===== src/rtl/bus_arbiter_pkg.sv =====
// Shared definitions for the Data/Instruction bus arbiter: channel state
// encoding and the default core count.
package arbiter_pkg;

  localparam int DEFAULT_N_CORES = 4;

  typedef enum logic [1:0] {
    IDLE  = 2'd0,
    GRANT = 2'd1,
    TURN  = 2'd2
  } chanState_t;

endpackage


===== src/rtl/bus_arbiter_if.sv =====
// Request/grant bundle between the cores' arbitration submodules and the
// central arbiter; master = arbiter side, slave = requester side.
interface bus_arbiter_if
  import arbiter_pkg::*;
#(
  parameter int N_CORES = DEFAULT_N_CORES,
  parameter int OWNER_W = $clog2(N_CORES)
);
  logic [N_CORES-1:0] D_Bus_RQ;
  logic [N_CORES-1:0] D_Bus_GRANT;
  logic [OWNER_W-1:0] D_Bus_Owner;
  logic               D_Bus_Busy;
  logic [N_CORES-1:0] I_Bus_RQ;
  logic [N_CORES-1:0] I_Bus_GRANT;
  logic [OWNER_W-1:0] I_Bus_Owner;
  logic               I_Bus_Busy;

  modport master (
    input  D_Bus_RQ, I_Bus_RQ,
    output D_Bus_GRANT, D_Bus_Owner, D_Bus_Busy,
    output I_Bus_GRANT, I_Bus_Owner, I_Bus_Busy
  );

  modport slave (
    output D_Bus_RQ, I_Bus_RQ,
    input  D_Bus_GRANT, D_Bus_Owner, D_Bus_Busy,
    input  I_Bus_GRANT, I_Bus_Owner, I_Bus_Busy
  );
endinterface


===== src/rtl/bus_arbiter_rr_bus_channel.sv =====
// One round-robin bus channel: registered one-hot grant held while the owner
// requests, followed by a single dead cycle on every ownership change.
module rr_bus_channel
  import arbiter_pkg::*;
#(
  parameter int N_CORES = DEFAULT_N_CORES,
  parameter int OWNER_W = $clog2(N_CORES)
) (
  input  logic               clock,
  input  logic               reset,
  input  logic [N_CORES-1:0] rq,
  output logic [N_CORES-1:0] grant,
  output logic [OWNER_W-1:0] owner,
  output logic               busy
);

  chanState_t         state, nextState;
  logic [OWNER_W-1:0] ptrQ, nextPtr;
  logic [OWNER_W-1:0] ownerQ, nextOwner;
  logic [N_CORES-1:0] grantQ, nextGrant;
  logic               pickHit;
  logic [OWNER_W-1:0] pickIdx;

  // Rotate the request vector so ptr lands at bit 0, then take the lowest
  // set bit; result is {hit, index}.
  function automatic logic [OWNER_W:0] rrPick(
    input logic [N_CORES-1:0] req,
    input logic [OWNER_W-1:0] base
  );
    logic [2*N_CORES-1:0] dbl;
    logic [N_CORES-1:0]   rot;
    int                   sum;
    rrPick = '0;
    dbl    = {req, req} >> base;
    rot    = dbl[N_CORES-1:0];
    for (int j = N_CORES - 1; j >= 0; j--) begin
      if (rot[j]) begin
        sum = int'(base) + j;
        if (sum >= N_CORES) sum = sum - N_CORES;
        rrPick = {1'b1, OWNER_W'(sum)};
      end
    end
  endfunction

  assign {pickHit, pickIdx} = rrPick(rq, ptrQ);

  always_ff @(posedge clock) begin
    if (reset) begin
      state  <= IDLE;
      ptrQ   <= '0;
      ownerQ <= '0;
      grantQ <= '0;
    end else begin
      state  <= nextState;
      ptrQ   <= nextPtr;
      ownerQ <= nextOwner;
      grantQ <= nextGrant;
    end
  end

  always_comb begin
    nextState = state;
    nextPtr   = ptrQ;
    nextOwner = ownerQ;
    nextGrant = grantQ;
    case (state)
      IDLE, TURN: begin
        // TURN forces one all-zero cycle; selection then behaves as in IDLE
        nextGrant = '0;
        nextState = IDLE;
        if (pickHit) begin
          nextState = GRANT;
          nextOwner = pickIdx;
          nextGrant = N_CORES'(1) << pickIdx;
          nextPtr   = (pickIdx == OWNER_W'(N_CORES - 1)) ? '0 : pickIdx + OWNER_W'(1);
        end
      end
      GRANT: begin
        if (!rq[ownerQ]) begin
          nextGrant = '0;
          nextState = TURN;
        end
      end
      default: begin
        nextState = IDLE;
        nextGrant = '0;
      end
    endcase
  end

  assign grant = grantQ;
  assign owner = ownerQ;
  assign busy  = |grantQ;

endmodule


===== src/rtl/bus_arbiter.sv =====
// Central arbiter: independent round-robin channels for the shared Data and
// Instruction buses.
module bus_arbiter
  import arbiter_pkg::*;
#(
  parameter int N_CORES = DEFAULT_N_CORES,
  parameter int OWNER_W = $clog2(N_CORES)
) (
  input  logic          clock,
  input  logic          reset,
  bus_arbiter_if.master bus
);

  rr_bus_channel #(.N_CORES(N_CORES), .OWNER_W(OWNER_W)) dChan (
    .clock (clock),
    .reset (reset),
    .rq    (bus.D_Bus_RQ),
    .grant (bus.D_Bus_GRANT),
    .owner (bus.D_Bus_Owner),
    .busy  (bus.D_Bus_Busy)
  );

  rr_bus_channel #(.N_CORES(N_CORES), .OWNER_W(OWNER_W)) iChan (
    .clock (clock),
    .reset (reset),
    .rq    (bus.I_Bus_RQ),
    .grant (bus.I_Bus_GRANT),
    .owner (bus.I_Bus_Owner),
    .busy  (bus.I_Bus_Busy)
  );

endmodule

===== src/flat_wrapper.sv =====
// flat-port wrapper written by rule: the top's interface ports become plain ports
module bus_arbiter_flat import arbiter_pkg::*;
#(
  parameter int N_CORES = DEFAULT_N_CORES,
  parameter int OWNER_W = $clog2(N_CORES)
)
  (clock, reset, bus_D_Bus_RQ, bus_I_Bus_RQ, bus_D_Bus_GRANT, bus_D_Bus_Owner, bus_D_Bus_Busy, bus_I_Bus_GRANT, bus_I_Bus_Owner, bus_I_Bus_Busy);
  bus_arbiter_if #(.N_CORES(N_CORES), .OWNER_W(OWNER_W)) bus_i ();
  input  logic clock;
  input  logic reset;
  input wire logic [$bits(bus_i.D_Bus_RQ)-1:0] bus_D_Bus_RQ;
  input wire logic [$bits(bus_i.I_Bus_RQ)-1:0] bus_I_Bus_RQ;
  output wire logic [$bits(bus_i.D_Bus_GRANT)-1:0] bus_D_Bus_GRANT;
  output wire logic [$bits(bus_i.D_Bus_Owner)-1:0] bus_D_Bus_Owner;
  output wire logic [$bits(bus_i.D_Bus_Busy)-1:0] bus_D_Bus_Busy;
  output wire logic [$bits(bus_i.I_Bus_GRANT)-1:0] bus_I_Bus_GRANT;
  output wire logic [$bits(bus_i.I_Bus_Owner)-1:0] bus_I_Bus_Owner;
  output wire logic [$bits(bus_i.I_Bus_Busy)-1:0] bus_I_Bus_Busy;
  assign bus_i.D_Bus_RQ = bus_D_Bus_RQ;
  assign bus_i.I_Bus_RQ = bus_I_Bus_RQ;
  assign bus_D_Bus_GRANT = bus_i.D_Bus_GRANT;
  assign bus_D_Bus_Owner = bus_i.D_Bus_Owner;
  assign bus_D_Bus_Busy = bus_i.D_Bus_Busy;
  assign bus_I_Bus_GRANT = bus_i.I_Bus_GRANT;
  assign bus_I_Bus_Owner = bus_i.I_Bus_Owner;
  assign bus_I_Bus_Busy = bus_i.I_Bus_Busy;
  bus_arbiter #(.N_CORES(N_CORES), .OWNER_W(OWNER_W)) u_core (.clock(clock), .reset(reset), .bus(bus_i));
endmodule

===== config.mk =====
export PLATFORM = sky130hd
export DESIGN_NAME = bus_arbiter_flat
export DESIGN_NICKNAME = d
export VERILOG_FILES = /design/src/rtl/bus_arbiter_pkg.sv /design/src/rtl/bus_arbiter_if.sv /design/src/rtl/bus_arbiter_rr_bus_channel.sv /design/src/rtl/bus_arbiter.sv /design/src/flat_wrapper.sv
export SDC_FILE = /design/constraint.sdc
export NUM_CORES = 1
export LEC_CHECK = 0
export BUFFER_PORTS_ARGS = -buffer_cell sky130_fd_sc_hd__buf_2
export CORE_AREA = 3 3 49 51
export CTS_CLUSTER_DIAMETER = 60
export DETAILED_ROUTE_END_ITERATION = 6
export DIE_AREA = 0 0 52 54
export HOLD_SLACK_MARGIN = 0.08
export PLACE_DENSITY_LB_ADDON = 0.05
export SETUP_SLACK_MARGIN = 0.2
export SLEW_MARGIN = 20
export SYNTH_ARGS = -nofsm -noshare
export SYNTH_HDL_FRONTEND = slang
export SYNTH_SLANG_ARGS = --single-unit

===== constraint.sdc =====
create_clock -name clock -period 3.1 [get_ports clock]
set_clock_uncertainty 0.2 [all_clocks]
set_input_delay 0.62 -clock clock [delete_from_list [all_inputs] [get_ports clock]]
set_output_delay 0.62 -clock clock [all_outputs]
set_load 0.02 [all_outputs]

-- After elaboration in Yosys (flattened, before gate mapping)
Index checks and enable logic that the tools add are counted.
Widths: inputs -> output; s select.
- add/subtract/negate cells: 16
- eq/ne operators: 8
- reduce and logical (&&, ||, !) cells: 8
- multiplexer cells: 34
- shifts and indexed selects: 4
- order comparisons: 10
- operator list (cell ; number):
    $mux 2 ; 12
    $mux 3 ; 8
    $ge 3x3->1 const B ; 6
    $mux 4 ; 4
    $pmux 4 s2 ; 2
    $shr 8x2->4 ; 2
    $sub 2x1->2 const B ; 8
    $add 2x2->3 const B ; 4
    $eq 2x2->1 const B ; 4
    $pmux 2 s2 ; 2
    $reduce_or 4->1 ; 2
    $shl 1x2->4 const A ; 2
    $add 2x1->3 const B ; 2
    $ge 2x3->1 const B ; 2
    $lt 2x3->1 const B ; 2
    $add 2x1->2 const B ; 2
    $bmux 1 s2 ; 2
    $eq 2x1->1 const B ; 2
    $logic_not 2->1 ; 2
    $mux 1 ; 4
    $ne 2x2->1 const B ; 2
    $reduce_and 2->1 ; 2
    $reduce_or 2->1 ; 2
- register bits: 20
- bits of input ports: 10

-- Longest topological paths before layout
- word-level depth: 10
- mapped depth: 7

-- Hierarchy
A second synthesis with hierarchy kept.
- cells, all modules: 122
- area total of the unflattened synthesis: 1088.5 µm²
- modules (own cells, without submodules) (module ; instances ; sequential area each (µm²) ; cells each ; area an instance (µm²)):
    rr_bus_channel ; 2 ; 200.2 ; 61 ; 544.3

-- Worst setup path after synthesis
OpenSTA, ideal clock, no wires.
- path type: input port to flip-flop
- from: input bus_D_Bus_RQ[0]
- to: register u_core.dChan.ptrQ[1]
- data required time: 2772 ps
- path slack: 1156 ps
- arrival: 1617 ps
- stages on the path: 7
- cell sequence: inv_1 > o221a_2 > o22ai_2 > inv_1 > ha_1 > mux2i_1 > nor2_1
- longest elaborated chain between the ends: 7
- RTL lines (what ; line ; text):
    start: declaration ; flat_wrapper.sv:11 ; input wire logic [$bits(bus_i.D_Bus_RQ)-1:0] bus_D_Bus_RQ;
    $shr 8x2->4 * ; bus_arbiter_rr_bus_channel.sv:34 ; dbl = {req, req} >> base;
    $mux 3 (3 in a row) ; bus_arbiter_rr_bus_channel.sv:37 ; if (rot[j]) begin
    $mux 3 * ; bus_arbiter_rr_bus_channel.sv:37 ;
    named net u_core.dChan.pickIdx[0] ; bus_arbiter_rr_bus_channel.sv:22 ; logic [OWNER_W-1:0] pickIdx;
    $add 2x1->2 or $eq 2x2->1 (tied branches) ; bus_arbiter_rr_bus_channel.sv:75 ; nextPtr = (pickIdx == OWNER_W'(N_CORES - 1)) ? '0 : pickIdx + OWNER_W'(1);
    $mux 2 * ; bus_arbiter_rr_bus_channel.sv:75 ;
    end signal: assignment ; bus_arbiter_rr_bus_channel.sv:55 ; ptrQ <= nextPtr;
    end: declaration ; bus_arbiter_rr_bus_channel.sv:18 ; logic [OWNER_W-1:0] ptrQ, nextPtr;
Mark *: on every way through the listed nets, which the timed path passes. The rest lies on a longest branch.
A chain may end at the register's enable or synchronous reset.

-- Worst setup path after layout
- from: register u_core.dChan.grantQ[3], in the netlist u_core.dChan.grant[3]
- to: output bus_D_Bus_Busy
- longest elaborated chain between the ends: 1
- RTL lines (what ; line ; text):
    start: declaration ; bus_arbiter_rr_bus_channel.sv:20 ; logic [N_CORES-1:0] grantQ, nextGrant;
    start signal: assignment ; bus_arbiter_rr_bus_channel.sv:57 ; grantQ <= nextGrant;
    $reduce_or 4->1 ; bus_arbiter_rr_bus_channel.sv:93 ; assign busy = |grantQ;
    end: declaration ; flat_wrapper.sv:15 ; output wire logic [$bits(bus_i.D_Bus_Busy)-1:0] bus_D_Bus_Busy;
Every way passes these cells.

==> flow_summary_export.csv <==
group,metric,value,unit
clock_tree,root_buffer,"clkbuf_4",
synth,syn-num-nets,141,
worst_hold_path,min_path_cells,2,
detailed_routing,wl,2180,microns
cells_and_area,fill_cells,184,
die,die_w,52,microns
worst_setup_path,critical_path_arrival,1.31,ns
detailed_routing,ant_nets,0,
worst_setup_path,reg2reg_depth,7,
power,swShare,31.7,%
worst_setup_path,r2r_slack,1.30,ns
clock_tree,post_cts_buffers,0,
synth,synth_seq_cells,20,
detailed_routing,num_vias,944,
die,fp.dieH,54,microns
worst_setup_path,worstSetupEndpointType,"output pin",
worst_setup_path,critPathMaxStageDelay,0.50,ns
timing,fmax,469,MHz
power,p_switching,0.233,mW
clock_tree,cts_tree,"built",
cells_and_area,drive_gt1_share,26.4,%
global_route,grt_pass1_wl,3740,microns
power,p_leak,0.574,nW
worst_setup_path,cp_max_fo,3,
power,seqPwrFrac,43.0,%
cells_and_area,nets,167,
synth,syn-cell-area,1080,sq um
detailed_routing,first_pass_iters,4,
global_route,grt_pass1_vias,852,
worst_setup_path,r2r-end,"u_core.iChan.ptrQ[1]",
worst_setup_path,reg2reg_from,"u_core.iChan.ptrQ[0]",
cells_and_area,syn2layout_area_growth,18.0,%
clock_tree,clkTransAtPathRegs,0.12,ns
power,powerDensity,577,nW/um^2
placement,port_buffers,23,
timing,setup_slack,0.969,ns
detailed_routing,drcViolationCount,0,
detailed_routing,drtIter0Drc,20,
worst_hold_path,hold_path_startpoint,"u_core.dChan.grant[3]",
detailed_routing,wl_per_cell,12.5,microns
timing,finalCritPeriodShare,68.7,%
cells_and_area,diodes,0,
worst_hold_path,hp-class,"register to register",
placement,placed_cells,171,
die,initial_core_util,54.5,%
clock_tree,cts_made_buffers,3,
worst_hold_path,whs_endpoint,"u_core.dChan.grant[3]",
timing,hold_viol_final,0,
cells_and_area,final_core_util,64.3,%
timing,slew_headroom,71.0,%
placement,dp_slack,0.889,ns
worst_setup_path,startpoint_type,"register",
clock_tree,clock_latency,0.30,ns
outcome,outcome,"finished clean",
synth,yosys-top-cells-area,"dfxtp_1, ha_1, nand2_1",
power,comb_power_share,28.0,%
worst_setup_path,required,2.28,ns
global_route,grt_max_degree,18,
power,power.share.clock,29.0,%
clock_tree,ctsHoldBuffers,0,
flow_run,maxCapViolations,0,
timing,slew_viol_final,0,
timing,worst_slew_pin_slew,0.435,ns
global_route,overflow,0,
synth,synth.largest_area_cell,"dfxtp_1",
worst_setup_path,cp_slowest_cell,"or4_1",
clock_tree,clockBufferDepth,2,
worst_setup_path,critical_path_class,"register to output pin",
die,pin_count,24,
worst_setup_path,worstPathCellList,"or4_1, buf_2",
detailed_routing,viasPerCell,5.39,
die,die_area,2810,sq um
global_route,antenna_found_initial,0,
clock_tree,htreeDepth,1,
synth,synth_cell_types,29,
timing,rsz0062_at_grt,"no",
timing,holdWs,0.299,ns
power,ir_drop,0.000421,V
synth,synth_top_area_share,37.1,%
global_route,grt.total_usage,17.5,%
synth,ys_seq_area_share,37.1,%
clock_tree,cts_resized,0,
timing,fin_crit,2.13,ns
timing,setup_violations,0,
synth,syn_inst,123,
worst_setup_path,crit_start,"u_core.dChan.grant[3]",
clock_tree,numClockSinks,20,
die,row_count,16,
cells_and_area,final_cells,175,
power,internal_power,0.502,mW
synth,syn_area_per_cell,8.78,sq um
synth,yosysWarnings,0,
placement,dpl.hpwl,1670,microns
placement,finalWeightedCongestion,0.757,
timing,final.setup.tns,0,ns
die,core,1980,sq um
## worst max-delay path by stage
stage	to	slack, ns	cells after the start
floorplan	u_core.dChan.ptrQ[1]	1.16	7
global placement	u_core.dChan.ptrQ[1]	0.92	8
detailed placement	u_core.dChan.ptrQ[1]	0.89	8
CTS	bus_D_Bus_Busy	0.96	2
global route	bus_D_Bus_Busy	0.93	2
finish	bus_D_Bus_Busy	0.97	2
## worst max-delay path, delay by kind of cell, from the launching register on
| kind | cells | cell delay (ns) |
|---|---|---|
| buf+inv | 1 | 0.17 |
| simple gates | 1 | 0.50 |
| flops | 1 | 0.34 |
## layout make-up
cell class,count,area [sq um],share of cell area [%]
multi-input cells,94,646,50.7
clock inverters,1,30.0,2.36
well taps,27,33.8,2.65
flip-flops and latches,20,400,31.4
clock buffers,3,22.5,1.77
repair buffers,23,115,9.04
inverters,7,26.3,2.06
## state kept, by name (all words and copies together), names as in the netlist
signal and cells:
u_core.dChan.ptrQ 2, u_core.dChan.owner 2, u_core.dChan.state 2, u_core.iChan.grant 4, u_core.iChan.ptrQ 2, u_core.iChan.owner 2
u_core.dChan.grant 4, u_core.iChan.state 2
## cell usage in the layout, fill, tap and decap left out
| cell type | count |
|---|---|
| and2b_2 | 1 |
| clkbuf_4 | 3 |
| nand2_1 | 16 |
| bufinv_16 | 1 |
| and2b_1 | 3 |
| o221a_2 | 3 |
| or4_1 | 2 |
| nor4_1 | 2 |
| nor2_2 | 2 |
| a211oi_1 | 2 |
| nand2b_1 | 4 |
| buf_2 | 23 |
| nor3b_1 | 1 |
| a21o_1 | 1 |
| nor3b_2 | 2 |
| o21ai_0 | 9 |
| o32ai_1 | 2 |
| nor2_1 | 6 |
| nor3_1 | 3 |
| nor2b_1 | 2 |
| nor3_2 | 3 |
| o32a_1 | 1 |
| inv_1 | 7 |
| dfxtp_1 | 20 |
| a21oi_1 | 10 |
| a31o_1 | 1 |
| o22ai_1 | 3 |
| mux2i_1 | 5 |
| ha_1 | 8 |
| o22ai_2 | 1 |
| a21boi_0 | 1 |
## cell usage after synthesis
| master | count |
|---|---|
| nor3_2 | 3 |
| and2b_2 | 1 |
| o21ai_0 | 9 |
| a21boi_0 | 1 |
| nand2_1 | 16 |
| and2b_1 | 3 |
| nor2_1 | 6 |
| a21oi_1 | 10 |
| a211oi_1 | 2 |
| o32a_1 | 1 |
| nor3b_1 | 1 |
| nor2_2 | 2 |
| mux2i_1 | 5 |
| nor3b_2 | 2 |
| clkbuf_1 | 2 |
| or4_1 | 2 |
| nor4_1 | 2 |
| nor2b_1 | 2 |
| o22ai_2 | 1 |
| o221a_2 | 3 |
| o22ai_1 | 3 |
| inv_1 | 7 |
| a31o_1 | 1 |
| o32ai_1 | 2 |
| ha_1 | 8 |
| nor3_1 | 3 |
| dfxtp_1 | 20 |
| nand2b_1 | 4 |
| a21o_1 | 1 |
## per-layer routing
| layer | GRT usage [%] | vias up | part of all wire (%) |
|---|---|---|---|
| met5 | 0 | - | 0 |
| met4 | 3.93 | 0 | 0.60 |
| met3 | 4.16 | 2 | 3.2 |
| met2 | 31.2 | 9 | 51 |
| met1 | 21.4 | 443 | 45 |
| li1 | - | 490 | - |
## logic make-up after synthesis
group	synth area share [%]
and+or+nand+nor	24.9
AOI/OAI and AO/OA	21.0
DFF	37.1
buffers and inverters	3.13
adders and majority gates	9.27
muxes	4.64
## per-stage QoR
| stage | total power [mW] | instance area, sq um |
|---|---|---|
| 6_report | 0.736 | 1270 |
| 2_1_floorplan | 0.468 | 1080 |
| 5_1_grt | 0.783 | 1270 |
| 4_1_cts | 0.741 | 1270 |
| 3_3_place_gp | 0.524 | 1220 |
| 3_5_place_dp | 0.530 | 1220 |
## power groups by stage
stage	Sequential, mW	Combinational, mW	Clock (mW)
after floorplan	0.336	0.132	0
after global placement	0.320	0.204	0
after detailed placement	0.322	0.207	0
after CTS	0.316	0.208	0.217
after global routing	0.321	0.233	0.229
final	0.316	0.206	0.213
Note: power is estimated with default switching activity, not from simulation.
